$ cat src/rtl/core_if_stage_pf.sv
// Instruction-fetch stage with a prefetch FIFO, multiple outstanding fetches,
// decode backpressure and branch redirect with stale-response discard.
module core_if_stage_pf #(
    parameter int unsigned     XLEN       = 32,
    parameter logic [XLEN-1:0] RESET_PC   = XLEN'(32'h4000_0000),
    parameter int unsigned     FIFO_DEPTH = 4,
    parameter int unsigned     MAX_OUTST  = 2
) (
    input  logic            clk_i,
    input  logic            rst_ni,
    input  logic            branch_taken_i,
    input  logic [XLEN-1:0] pc_branch_i,
    output logic            instr_req_o,
    output logic [XLEN-1:0] instr_addr_o,
    input  logic            instr_gnt_i,
    input  logic            instr_rvalid_i,
    input  logic [XLEN-1:0] instr_rdata_i,
    output logic            instr_valid_o,
    input  logic            instr_ready_i,
    output logic [XLEN-1:0] instr_o,
    output logic [XLEN-1:0] pc_instr_o,
    output logic            busy_o
);

    localparam int unsigned PTR_W = $clog2(FIFO_DEPTH);
    localparam int unsigned CNT_W = PTR_W + 1;
    localparam int unsigned SUM_W = CNT_W + 1;

    logic [XLEN-1:0]  fetch_q, fetch_d;
    logic [XLEN-1:0]  resp_pc_q, resp_pc_d;
    logic [PTR_W-1:0] wr_ptr_q, wr_ptr_d;
    logic [PTR_W-1:0] rd_ptr_q, rd_ptr_d;
    logic [CNT_W-1:0] count_q, count_d;
    logic [CNT_W-1:0] outst_q, outst_d;
    logic [CNT_W-1:0] discard_q, discard_d;
    logic [XLEN-1:0]  last_instr_q, last_pc_q;
    logic [XLEN-1:0]  fifo_instr_q [FIFO_DEPTH];
    logic [XLEN-1:0]  fifo_pc_q    [FIFO_DEPTH];

    logic            valid_c, req_c, grant_c, push_c, pop_c, drop_c;
    logic [XLEN-1:0] target_c;

    // A request needs a free outstanding slot and a FIFO credit for its response.
    assign valid_c  = (count_q != '0);
    assign req_c    = rst_ni && !branch_taken_i
                      && (outst_q < CNT_W'(MAX_OUTST))
                      && ((SUM_W'(count_q) + SUM_W'(outst_q)) < SUM_W'(FIFO_DEPTH));
    assign grant_c  = req_c && instr_gnt_i;
    assign drop_c   = instr_rvalid_i && (discard_q != '0);
    assign push_c   = instr_rvalid_i && !branch_taken_i && (discard_q == '0);
    assign pop_c    = valid_c && instr_ready_i && !branch_taken_i;
    assign target_c = pc_branch_i & ~XLEN'(3);

    always_comb begin
        fetch_d   = fetch_q;
        resp_pc_d = resp_pc_q;
        wr_ptr_d  = wr_ptr_q;
        rd_ptr_d  = rd_ptr_q;
        count_d   = count_q;
        discard_d = discard_q;
        outst_d   = outst_q + CNT_W'(grant_c) - CNT_W'(instr_rvalid_i);
        if (branch_taken_i) begin
            // Everything still in flight becomes stale, except a response landing now.
            fetch_d   = target_c;
            resp_pc_d = target_c;
            wr_ptr_d  = '0;
            rd_ptr_d  = '0;
            count_d   = '0;
            discard_d = outst_q - CNT_W'(instr_rvalid_i);
        end else begin
            if (grant_c) fetch_d = fetch_q + XLEN'(4);
            if (push_c) begin
                resp_pc_d = resp_pc_q + XLEN'(4);
                wr_ptr_d  = wr_ptr_q + PTR_W'(1);
            end
            if (pop_c) rd_ptr_d = rd_ptr_q + PTR_W'(1);
            count_d = count_q + CNT_W'(push_c) - CNT_W'(pop_c);
            if (drop_c) discard_d = discard_q - CNT_W'(1);
        end
    end

    always_ff @(posedge clk_i) begin
        if (!rst_ni) begin
            fetch_q      <= RESET_PC;
            resp_pc_q    <= RESET_PC;
            wr_ptr_q     <= '0;
            rd_ptr_q     <= '0;
            count_q      <= '0;
            outst_q      <= '0;
            discard_q    <= '0;
            last_instr_q <= '0;
            last_pc_q    <= '0;
        end else begin
            fetch_q   <= fetch_d;
            resp_pc_q <= resp_pc_d;
            wr_ptr_q  <= wr_ptr_d;
            rd_ptr_q  <= rd_ptr_d;
            count_q   <= count_d;
            outst_q   <= outst_d;
            discard_q <= discard_d;
            // Remember the shown head so the outputs stay put once the FIFO drains.
            if (valid_c) begin
                last_instr_q <= fifo_instr_q[rd_ptr_q];
                last_pc_q    <= fifo_pc_q[rd_ptr_q];
            end
        end
    end

    always_ff @(posedge clk_i) begin
        if (rst_ni && push_c) begin
            fifo_instr_q[wr_ptr_q] <= instr_rdata_i;
            fifo_pc_q[wr_ptr_q]    <= resp_pc_q;
        end
    end

    always_ff @(posedge clk_i) begin
        if (rst_ni) assert (!(push_c && count_q == CNT_W'(FIFO_DEPTH)));
    end

    assign instr_req_o   = req_c;
    assign instr_addr_o  = fetch_q;
    assign instr_valid_o = valid_c;
    assign instr_o       = valid_c ? fifo_instr_q[rd_ptr_q] : last_instr_q;
    assign pc_instr_o    = valid_c ? fifo_pc_q[rd_ptr_q]    : last_pc_q;
    assign busy_o        = (outst_q != '0) || (discard_q != '0);

endmodule

$ cat config.mk
export PLATFORM = sky130hd
export DESIGN_NAME = core_if_stage_pf
export DESIGN_NICKNAME = d
export VERILOG_FILES = /design/src/rtl/core_if_stage_pf.sv
export SDC_FILE = /design/constraint.sdc
export NUM_CORES = 1
export LEC_CHECK = 0
export CAP_MARGIN = 20
export CORE_MARGIN = 1
export CORE_UTILIZATION = 45
export CTS_BUF_LIST = sky130_fd_sc_hd__clkbuf_4
export DETAILED_ROUTE_END_ITERATION = 12
export PLACE_DENSITY = 0.73
export SLEW_MARGIN = 20
export SYNTH_ARGS = -nofsm -noshare
export SYNTH_HDL_FRONTEND = slang
export SYNTH_SLANG_ARGS = --single-unit
$ cat constraint.sdc
create_clock -name clk_i -period 4.39 [get_ports clk_i]
set_clock_uncertainty 0.15 [all_clocks]
set_input_delay 0.878 -clock clk_i [delete_from_list [all_inputs] [get_ports clk_i]]
set_output_delay 0.878 -clock clk_i [all_outputs]
set_load 0.05 [all_outputs]
======== After elaboration in Yosys (flattened, before gate mapping) ========
Memory sizes are Yosys's and may differ from the RTL's. A register that Yosys moved wholly into a read port is not among the register bits.
Cells that the tools add are included.
storage, ports and cells
  register bits ........................... 141
  RAM bits ................................ 256
  input port bits ......................... 70
  output and inout port bits .............. 99
  word-level logic and storage cells ...... 61
  memories ................................ 2
operators by class
  add/sub/neg operators ................... 11
  magnitude comparators ................... 2
  mux-type cells .......................... 14
  bitwise operators ....................... 1
  reductions and logical operators ........ 20
memories
  name          depth  bits a word  rd ports  clocked after Yosys merged registers in  wr ports  line  RTL
  fifo_instr_q  4      32           1         1                                        1         37    logic [XLEN-1:0] fifo_instr_q [FIFO_DEPTH];
  fifo_pc_q     4      32           1         1                                        1         38    logic [XLEN-1:0] fifo_pc_q [FIFO_DEPTH];
operators with widths
  cell                                                                          number
  32-bit 2-to-1 mux                                                             6
  32-bit by 3-bit adder with 32-bit output, second input constant               2
  1-bit logical AND                                                             10
  3-bit nonzero test                                                            3
  3-bit by 1-bit subtractor with 3-bit output                                   3
  2-bit 2-to-1 mux                                                              4
  3-bit by 1-bit adder with 3-bit output                                        2
  3-bit 2-to-1 mux                                                              2
  2-bit nonzero test                                                            3
  2-bit by 1-bit adder with 2-bit output, second input constant                 2
  3-bit by 3-bit adder with 4-bit output                                        1
  4-bit by 3-bit less-than comparator with 1-bit output, second input constant  1
  3-bit zero test                                                               1
  3-bit by 2-bit less-than comparator with 1-bit output, second input constant  1
  3-bit by 1-bit subtractor with 3-bit output, second input constant            1
  1-bit 2-to-1 mux                                                              2
  2-bit OR reduction                                                            1
  1-bit zero test                                                               1
  1-bit logical OR                                                              1
  1-bit NOT                                                                     1

======== Longest topological paths before layout ========
Gate-level depths: netlist (run 1).
  depth after elaboration ................. 7
  mapped depth ............................ 14
  mapped depth without buffers ............ 12

======== Least setup slack after synthesis (run 1) ========
OpenSTA, ideal clock, no wires.
  path type ............................... in2reg
  from .................................... in instr_rvalid_i
  to ...................................... mem fifo_instr_q[0][0], enable pin
  setup time .............................. 427 ps
  arrival time ............................ 2835 ps
  required time ........................... 3813 ps
  path slack .............................. 978 ps
  cell stages on the path ................. 3
  path buffers ............................ 0
  cell sequence ........................... nand3b_1 nor2_1 and2_1
between the ends
  longest elaborated chain between the ends .. 5
RTL lines
  what                                    line  RTL
  start: declaration                      16    input logic instr_rvalid_i,
  1-bit logical AND (2 in a row)          50    assign push_c = instr_rvalid_i && !branch_taken_i && (discard_q == '0);
  1-bit logical AND                       110   if (rst_ni && push_c) begin
  1-bit 2-to-1 mux                        110
  1-bit 2-to-1 mux (not written as such)  111   fifo_instr_q[wr_ptr_q] <= instr_rdata_i;
  end: declaration                        37
No other way between the ends.

==> flow_metrics.tcl, run 1 <==
set metrics [dict create \
    finalPower_mw 8.11 \
    port_buffers 164 \
    synth_flop_cell "edfxtp_1" \
    hold_path_end "last_pc_q[1]" \
    cts.sinks 387 \
    power_density_mw_per_mm2 425 \
    drv_cap 0 \
    cts_made_buffers 98 \
    synth_fa_ha_area_share_pct 1.63 \
    p_int_mw 6.03 \
    drive_above_1_share_pct 23.9 \
    avgRoutedWirePerCell_um 17.9 \
    crit_type "reg -> out" \
    nFillCells 2757 \
    clk_latency_ns 0.73 \
    peakVddDrop_mv 0.201 \
    gp_congestion 0.871 \
    wl_met3_um 2180 \
    synth_seq_cells 387 \
    hold_depth 1 \
    synth_area_leader_cell "edfxtp_1" \
    reg2reg_setup_slack_ns 1.60 \
    drt_iter0_markers 507 \
    drtAntennaViolNets 0 \
    core_area_mm2 0.0338 \
    syn_inst 1048 \
    tightest_slew_ns 1.00 \
    worstPathMaxFanout 18 \
    finalHoldWorstSlack_ns 0.331 \
    syn_to_final_growth_pct 22.8 \
    yosys_warnings 0 \
    avgSynthCellArea_um2 14.8 \
    syn_area_mm2 0.0155 \
    cp_data_arrival_time_ns 3.18 \
    synth_mux_area_share_pct 13.9 \
    grt_pass1_vias 9753 \
    yosys-top-cells-area "edfxtp_1, dfxtp_1, mux4_2" \
    netlist.area_leader.share_pct 47.9 \
    clock_path_buffers 3 \
    timing.fmax_mhz 238 \
    final_max_slew_viol_count 0 \
    grt_pass1_wl_um 51400 \
    drt-met1-wl_um 14600 \
    fin_nets 1367 \
    pwr-share-comb_pct 11.4 \
    p_sw_mw 2.08 \
    route.top_layer_used "met4" \
    required_ns 3.36 \
    clk_pin_slew_worst_paths_ns 0.06 \
    synth_top_family_by_area "multiplexers" \
    ctsHoldBuffers 0 \
    finalSetupTns_ns 0 \
    cp-start-kind "flip-flop" \
    multi_input_area_mm2 0.00499 \
    r2r-end "instr_addr_o[24]" \
    firstDrtPassIters 5 \
    grt-ovfl-total 0 \
    hp-start "last_pc_q[1]" \
    slew_headroom_pct 33.2 \
    dp_hpwl_um 19600 \
    fp-row-count 67 \
    dr_wl_met2_um 15100 \
    start_util_pct 46.0 \
    r2r_cells 7 \
    cts_max_level 3 \
    min_period_over_period_pct 95.8 \
    grt_usage_pct 18.6 \
    synthArstFlopShare_pct 0 \
    clkPwrFrac_pct 38.3 \
    die_h_um 188 \
    status "finished, final reports clean" \
    synthSimpleGateAreaFrac_pct 9.69 \
    synth_edf_count 248 \
    cts_tree "built" \
    drt-vias-per-instance 5.30 \
    vias 9585 \
    swShare_pct 25.6 \
    seq_area_mm2 0.0102 \
    synth_cell_type_count 56 \
    p_leak_nw 6.64 \
    synth_compound_area_share_pct 4.61 \
    seq_area_frac_synth_pct 65.8 \
    rsz0062_at_grt "false" \
    clockRootBuffer "clkbuf_4" \
    post_synth_xor_area_fraction_pct 2.20 \
    power.share.sequential_pct 50.3 \
    grt_max_degree 98 \
    antenna_found_initial 1 \
    finalHoldViolations 0 \
    io_pins 169 \
    wl_um 32400 \
    setup_violations 0 \
    fin_crit_ns 4.21 \
    reg2reg_from "count_q[2]" \
    endpoint_kind "output pin" \
    dieArea_mm2 0.0353 \
    drcViolationCount 0 \
    min_path_type "reg -> reg" \
    dieWidth_um 188 \
]
[registers in the layout, summed over array words and instances (netlist names), named ones only]
signal / count
fifo_instr_q: 128
fifo_pc_q: 120
last_instr_q: 32
last_pc_q: 32
instr_addr_o: 30
resp_pc_q: 30
count_q: 3
discard_q: 3
outst_q: 3
rd_ptr_q: 2
wr_ptr_q: 2
[metrics by stage]
stage               instances  cell area (um2)  worst slack, ns  util (%)
finish                   1810            19100            0.184      56.5
global route             1810            19100          0.00907      56.5
CTS                      1808            19100           0.0308      56.5
detailed placement       1626            17800            0.819      52.6
floorplan                1049            15500            0.978         -
global placement         1626            17800            0.859      52.6
[kinds of logic after synthesis]
kind of cell / after synthesis
adders and majority gates: 19
other: 1
and+or+nand+nor: 268
AOI/OAI and AO/OA: 121
DFF: 387
muxes: 130
xor gates and xnor gates: 39
buffers and inverters: 83
[how the worst max path moves through the flow]
stage | start | endpoint | slack (ns) | cells after the start
2_1_floorplan | instr_rvalid_i | fifo_instr_q[0][0] | 0.98 | 3
3_3_place_gp | flip-flop | pc_instr_o[19] | 0.86 | 4
3_5_place_dp | flip-flop | pc_instr_o[15] | 0.82 | 4
4_1_cts | flip-flop | pc_instr_o[15] | 0.03 | 4
5_1_grt | flip-flop | pc_instr_o[30] | 0.009 | 4
6_report | flip-flop | pc_instr_o[30] | 0.18 | 4
[what timing repair did]
| action | in CTS | in global routing |
|---|---|---|
| buffers inserted | 0 | 0 |
| endpoints found under the setup margin | 0 | 2 |
| resized for setup | 0 | 2 |
[worst max-delay path, stage by stage (launching register included)]
cell	delay, ns
dfxtp_4	0.60
buf_4	0.31
mux4_2	0.52
mux2_2	0.29
clkdlybuf4s50_1	0.74
[layout by cell type (no fill, tap or decap), types with 35 or more instances in the layout]
cell type and count:
a21oi_1 44, edfxtp_1 248, clkdlybuf4s50_1 160, mux4_2 62, mux2_2 64, dfxtp_1 137
nor2_1 41, and2_1 75, clkbuf_4 149, o21ai_0 35, nand2_1 38
[power by group through the flow]
stage / clock, mW / sequential (mW) / combinational (mW)
after floorplan: 0 / 4.19 / 0.554
after global placement: 0 / 4.15 / 0.919
after detailed placement: 0 / 4.16 / 0.931
after CTS: 3.20 / 4.08 / 0.936
after global routing: 3.39 / 4.09 / 0.998
final: 3.10 / 4.08 / 0.928
[cells in the mapped netlist (2+ instances only)]
library cell and n:
mux2_2 64, and3_1 8, and2_1 79, a21oi_1 44, a211oi_1 4, nor3_1 7, buf_4 2, nor4_1 14
a31oi_1 14, nand2_1 38, clkbuf_1 41, a31o_2 2, edfxtp_1 248, nand4_1 24, buf_1 5, o21a_1 2
dfxtp_1 139, a32oi_1 2, a2bb2oi_1 4, or3_1 7, o311ai_0 2, and4_1 7, nand3_1 26, mux2i_1 4
ha_1 17, xnor2_1 26, o211ai_1 5, inv_1 25, nand2b_1 2, xor2_1 13, nor2_1 41, mux4_2 62
or4_1 3, buf_2 9, fa_1 2, o21ai_0 35, nand3b_1 2
[cell type report]
cell class,instances,share of cell area (%)
antenna,2,0.0262
clock buffer,149,5.86
clock inverter,33,0.990
inverter,25,0.491
multi-input combinational,579,26.1
sequential,387,53.6
tap,448,2.94
timing repair buffer,187,9.95
[per-layer routing]
layer	track usage, %	up-vias
li1	-	4504
met1	25.1	4671
met2	29.5	361
met3	4.45	49
met4	6.32	0
met5	0	-
Note: power is estimated with default switching activity, not from simulation.
==> inputs of run 2 (changes only) <==
--- a/config.mk
+++ b/config.mk
@@ -7,10 +7,10 @@
 export LEC_CHECK = 0
 export CAP_MARGIN = 20
 export CORE_MARGIN = 1
-export CORE_UTILIZATION = 45
+export CORE_UTILIZATION = 44
 export CTS_BUF_LIST = sky130_fd_sc_hd__clkbuf_4
 export DETAILED_ROUTE_END_ITERATION = 12
-export PLACE_DENSITY = 0.73
+export PLACE_DENSITY = 0.72
 export SLEW_MARGIN = 20
 export SYNTH_ARGS = -nofsm -noshare
 export SYNTH_HDL_FRONTEND = slang
==> run 2 against run 1 <==
Against the previous run: first-iteration DRC count down 0.79%; critical path type unchanged; highest routed layer unchanged; sequential share of layout area fell by 0.20 points; clock power up 2%; setup slack gained 0.031 ns; critical endpoint is now pc_instr_o[13]; utilization fell by 1.2 points; die area up 2.2%; power rose by 0.94%; global-route usage grew 0.20 points; via count hardly changed; non-clock buffer count is 3 higher; flip-flop and latch count is the same.
==> flow_metrics.tcl, run 2 (synthesis results as in run 1) <==
set metrics [dict create \
    grt_usage_pct 18.8 \
    nFillCells 2858 \
    slowest_stage "clkdlybuf4s50_1" \
    reg2reg_from "count_q[2]" \
    die_h_um 190 \
    dieArea_mm2 0.0361 \
    tightest_slew_ns 0.898 \
    clkPwrFrac_pct 38.8 \
    drtAntennaViolNets 0 \
    drt-vias-per-instance 5.26 \
    drt_iter0_markers 503 \
    crit_chain "buf_12 > mux4_2 > mux2_2 > clkdlybuf4s50_1" \
    cts_max_level 3 \
    fin_nets 1371 \
    reg2reg_setup_slack_ns 1.49 \
    path_buf_inv 2 \
    power_density_mw_per_mm2 427 \
    power.share.sequential_pct 49.8 \
    gp_congestion 0.862 \
    firstDrtPassIters 5 \
    avgRoutedWirePerCell_um 18.1 \
    setup_violations 0 \
    grt_pass1_vias 9852 \
    vias 9581 \
    start_util_pct 44.9 \
    min_path_type "reg -> reg" \
    r2r_cells 7 \
    final_cell_mix "edfxtp_1, clkdlybuf4s50_1, clkbuf_4" \
    finalSetupTns_ns 0 \
    p_leak_nw 6.65 \
    hp-start "last_pc_q[0]" \
    crit_type "reg -> out" \
    min_period_over_period_pct 95.1 \
    io_pins 169 \
    grt-ovfl-total 0 \
    cts_made_buffers 99 \
    fin_crit_ns 4.17 \
    endpoint_kind "output pin" \
    largest_register_ffs 128 \
    max_stage_delay_ns 0.77 \
    p_sw_mw 2.05 \
    drive_above_1_share_pct 24.6 \
    finalHoldViolations 0 \
    swShare_pct 25.1 \
    cts.sinks 387 \
    pwr-share-comb_pct 11.4 \
    reg.largest.list "fifo_instr_q x128, fifo_pc_q x120" \
    timing.fmax_mhz 240 \
    fin_ws_ns 0.215 \
    required_ns 3.36 \
    cp_data_arrival_time_ns 3.15 \
    peakVddDrop_mv 0.208 \
    grt_max_degree 90 \
    hold_depth 1 \
    core_area_mm2 0.0346 \
    p_int_mw 6.13 \
    crit_family "buffers and inverters" \
    r2r-end "instr_addr_o[24]" \
    status "finished, final reports clean" \
    syn_to_final_growth_pct 23.3 \
    dp_hpwl_um 20400 \
    multi_input_area_mm2 0.00500 \
    clockRootBuffer "clkbuf_4" \
    final_max_slew_viol_count 0 \
    largest_register "fifo_instr_q" \
    final_common_cell "edfxtp_1" \
    port_buffers 164 \
    cp-start-kind "flip-flop" \
    grt_pass1_wl_um 52600 \
    post_cts.repair.setup_buffers 0 \
    seq_area_mm2 0.0102 \
    cts_tree "built" \
    clk_pin_slew_worst_paths_ns 0.06 \
    worstPathMaxFanout 62 \
    pre_cts_slack_ns 0.856 \
    cts_resized 0 \
    hold_path_end "last_pc_q[0]" \
    clk_latency_ns 0.73 \
    wl_um 33000 \
    drv_cap 0 \
    ctsHoldBuffers 0 \
    slew_headroom_pct 39.6 \
    antenna_found_initial 1 \
    rsz0062_at_grt "false" \
    fp-row-count 68 \
    clock_path_buffers 3 \
    drcViolationCount 0 \
    dieWidth_um 190 \
]
## run 2: cell count changes in the layout (fill, tap and decap cells not counted), sizes merged
cell	delta
dlymetal6s2s	-2
diode	-1
clkdlybuf4s50	+2
buf	+3
clkinv	-8
inv	-4
clkbuf	+12
clkinvlp	+1
## run 2: area by class of cell
type,count,share of cell area (%)
clock buffer,161,6.30
antenna,1,0.0131
inverter,25,0.489
tap,455,2.97
multi-input combinational,579,26.1
sequential,387,53.4
clock inverter,22,0.757
timing repair buffer,190,10.0
## run 2: metrics by stage
stage | utilization, % | cell area, um2 | hold slack (ns) | std cells | total power [mW]
3_3_place_gp | 51.4 | 17800 | 0.307 | 1636 | 5.08
3_5_place_dp | 51.4 | 17800 | 0.310 | 1636 | 5.10
2_1_floorplan | - | 15500 | 0.294 | 1049 | 4.74
6_report | 55.4 | 19200 | 0.334 | 1820 | 8.19
5_1_grt | 55.4 | 19200 | 0.340 | 1820 | 8.56
4_1_cts | 55.4 | 19200 | 0.328 | 1819 | 8.31
## run 2: how the worst max path moves through the flow
stage / depth (start not counted) / endpoint / slack (ns) / startpoint
floorplan: 3 / fifo_instr_q[0][0] / 0.98 / instr_rvalid_i
global placement: 7 / instr_addr_o[24] / 0.90 / branch_taken_i
detailed placement: 7 / instr_addr_o[24] / 0.86 / branch_taken_i
CTS: 4 / pc_instr_o[13] / 0.08 / flip-flop
global route: 4 / pc_instr_o[13] / 0.0004 / flip-flop
finish: 4 / pc_instr_o[13] / 0.22 / flip-flop
## run 2: power by group through the flow
stage          Combinational [mW]  Clock, mW  Sequential (mW)
6_report                    0.934       3.17             4.08
5_1_grt                      1.00       3.47             4.09
3_5_place_dp                0.938          0             4.16
2_1_floorplan               0.554          0             4.19
4_1_cts                     0.943       3.28             4.08
3_3_place_gp                0.925          0             4.15
## run 2: layer usage
metal  share of wire [%]  track usage, %  vias up
met4                 1.7            6.98        0
li1                    -               -     4521
met2                  47            29.5      315
met5                   0               0        -
met3                 6.7            4.69       50
met1                  45            25.2     4695
==> inputs of run 3 (changes only) <==
==> constraint.sdc (replaced) <==
create_clock -name clk_i -period 4.3 [get_ports clk_i]
set_clock_uncertainty 0.15 [all_clocks]
set_input_delay 0.86 -clock clk_i [delete_from_list [all_inputs] [get_ports clk_i]]
set_output_delay 0.86 -clock clk_i [all_outputs]
set_load 0.05 [all_outputs]
==> run 3 against run 2 <==
Against the previous run: routed wire length decreased by 0.11%; sequential power up 2%; worst hold slack better by 0.0098 ns; non-clock buffer count is 2 higher; global-route usage about the same; utilization up 0.25 points; flip-flop and latch count did not move; setup slack gained 0.071 ns; register-to-register slack worse by 0.04 ns; clock power is 6.6% higher; critical endpoint is now pc_instr_o[12]; largest power group unchanged.
==> flow_metrics.tcl, run 3 (synthesis results as in run 1) <==
set metrics [dict create \
    min_period_over_period_pct 93.4 \
    max_stage_delay_ns 0.75 \
    core_area_mm2 0.0346 \
    reg2reg_setup_slack_ns 1.45 \
    firstDrtPassIters 6 \
    drt_iter0_markers 539 \
    gp_congestion 0.827 \
    vias 9600 \
    grt-ovfl-total 0 \
    min_path_type "reg -> reg" \
    port_buffers 164 \
    clk_latency_ns 0.73 \
    fin_crit_ns 4.01 \
    grt_usage_pct 18.8 \
    grt_pass1_wl_um 52300 \
    grt_max_degree 75 \
    wl_um 33000 \
    largest_register_ffs 128 \
    avgRoutedWirePerCell_um 18.1 \
    dp_hpwl_um 20500 \
    reg2reg_from "count_q[1]" \
    dieArea_mm2 0.0361 \
    cts_resized 0 \
    dieWidth_um 190 \
    worstPathMaxFanout 44 \
    ctsHoldBuffers 0 \
    finalInstanceArea_mm2 0.0193 \
    syn_to_final_growth_pct 23.9 \
    drv_cap 0 \
    drive_above_1_share_pct 24.7 \
    fin_nets 1372 \
    die_h_um 190 \
    finalHoldWorstSlack_ns 0.344 \
    finalPower_mw 8.49 \
    cts_made_buffers 98 \
    finalHoldViolations 0 \
    clock_path_buffers 3 \
    drt-vias-per-instance 5.27 \
    multi_input_area_mm2 0.00500 \
    slowest_stage "clkdlybuf4s50_1" \
    endpoint_kind "output pin" \
    antenna_found_initial 1 \
    power_density_mw_per_mm2 441 \
    dp_cells 1638 \
    tightest_slew_ns 0.907 \
    fin_util_pct 55.6 \
    clockRootBuffer "clkbuf_4" \
    largest_register "fifo_instr_q" \
    cp_data_arrival_time_ns 3.00 \
    final_max_slew_viol_count 0 \
    cp-start-kind "flip-flop" \
    drcViolationCount 0 \
    nFillCells 2837 \
    final_common_cell "edfxtp_1" \
    post_cts.repair.setup_buffers 0 \
    cts_max_level 3 \
    slew_headroom_pct 39.0 \
    io_pins 169 \
    hp-start "last_pc_q[1]" \
    rsz0062_at_grt "false" \
    required_ns 3.29 \
    setup_violations 0 \
    pre_cts_slack_ns 0.800 \
    clk_pin_slew_worst_paths_ns 0.06 \
    final_cell_mix "edfxtp_1, clkdlybuf4s50_1, clkbuf_4" \
    timing.fmax_mhz 249 \
    reg.largest.list "fifo_instr_q x128, fifo_pc_q x120" \
    dpl_cell_area_mm2 0.0178 \
    fin_ws_ns 0.286 \
    fp-row-count 68 \
    p_leak_nw 6.68 \
    instances_no_fill 1823 \
    grt_pass1_vias 9880 \
    crit_chain "buf_12 > mux4_2 > mux2_2 > clkdlybuf4s50_1" \
    start_util_pct 44.9 \
    crit_type "reg -> out" \
    seq_area_mm2 0.0102 \
    status "finished, final reports clean" \
    finalSetupTns_ns 0 \
    drtAntennaViolNets 0 \
    cts.sinks 387 \
    peakVddDrop_mv 0.204 \
    cts_tree "built" \
]
==> run 3: area by class of cell <==
class                   instances  share of cell area, %
clock inverters                30                   1.33
repair buffers                192                   10.1
diodes                          1                 0.0130
clock buffers                 154                   6.00
multi-input cells             579                   26.0
flip-flops and latches        387                   53.2
inverters                      25                  0.487
well taps                     455                   2.96
==> run 3: routing by layer <==
layer / global-route usage (%) / vias to the layer above / wire [um]
met5: 0 / - / 0
met4: 5.68 / 0 / 450
met3: 5.05 / 33 / 2470
met2: 29.8 / 314 / 15500
met1: 25.2 / 4723 / 14500
li1: - / 4530 / -
==> run 3: worst paths after layout <==
check	to	depth (start not counted)
max	pc_instr_o[12]	4
min	last_pc_q[1]	1
max reg2reg	instr_addr_o[30]	7
min reg2reg	last_pc_q[1]	1
==> run 3: worst max-delay path: cells and delay by family (launching register included) <==
family / cells / cell delay [ns]
multiplexers: 2 / 0.87
flip-flops: 1 / 0.36
buffers and inverters: 2 / 1.08
==> run 3: power breakdown <==
part | switching, mW | total (mW) | internal [mW]
Sequential | 0.101 | 4.17 | 4.07
Clock | 1.44 | 3.38 | 1.93
Combinational | 0.565 | 0.951 | 0.386
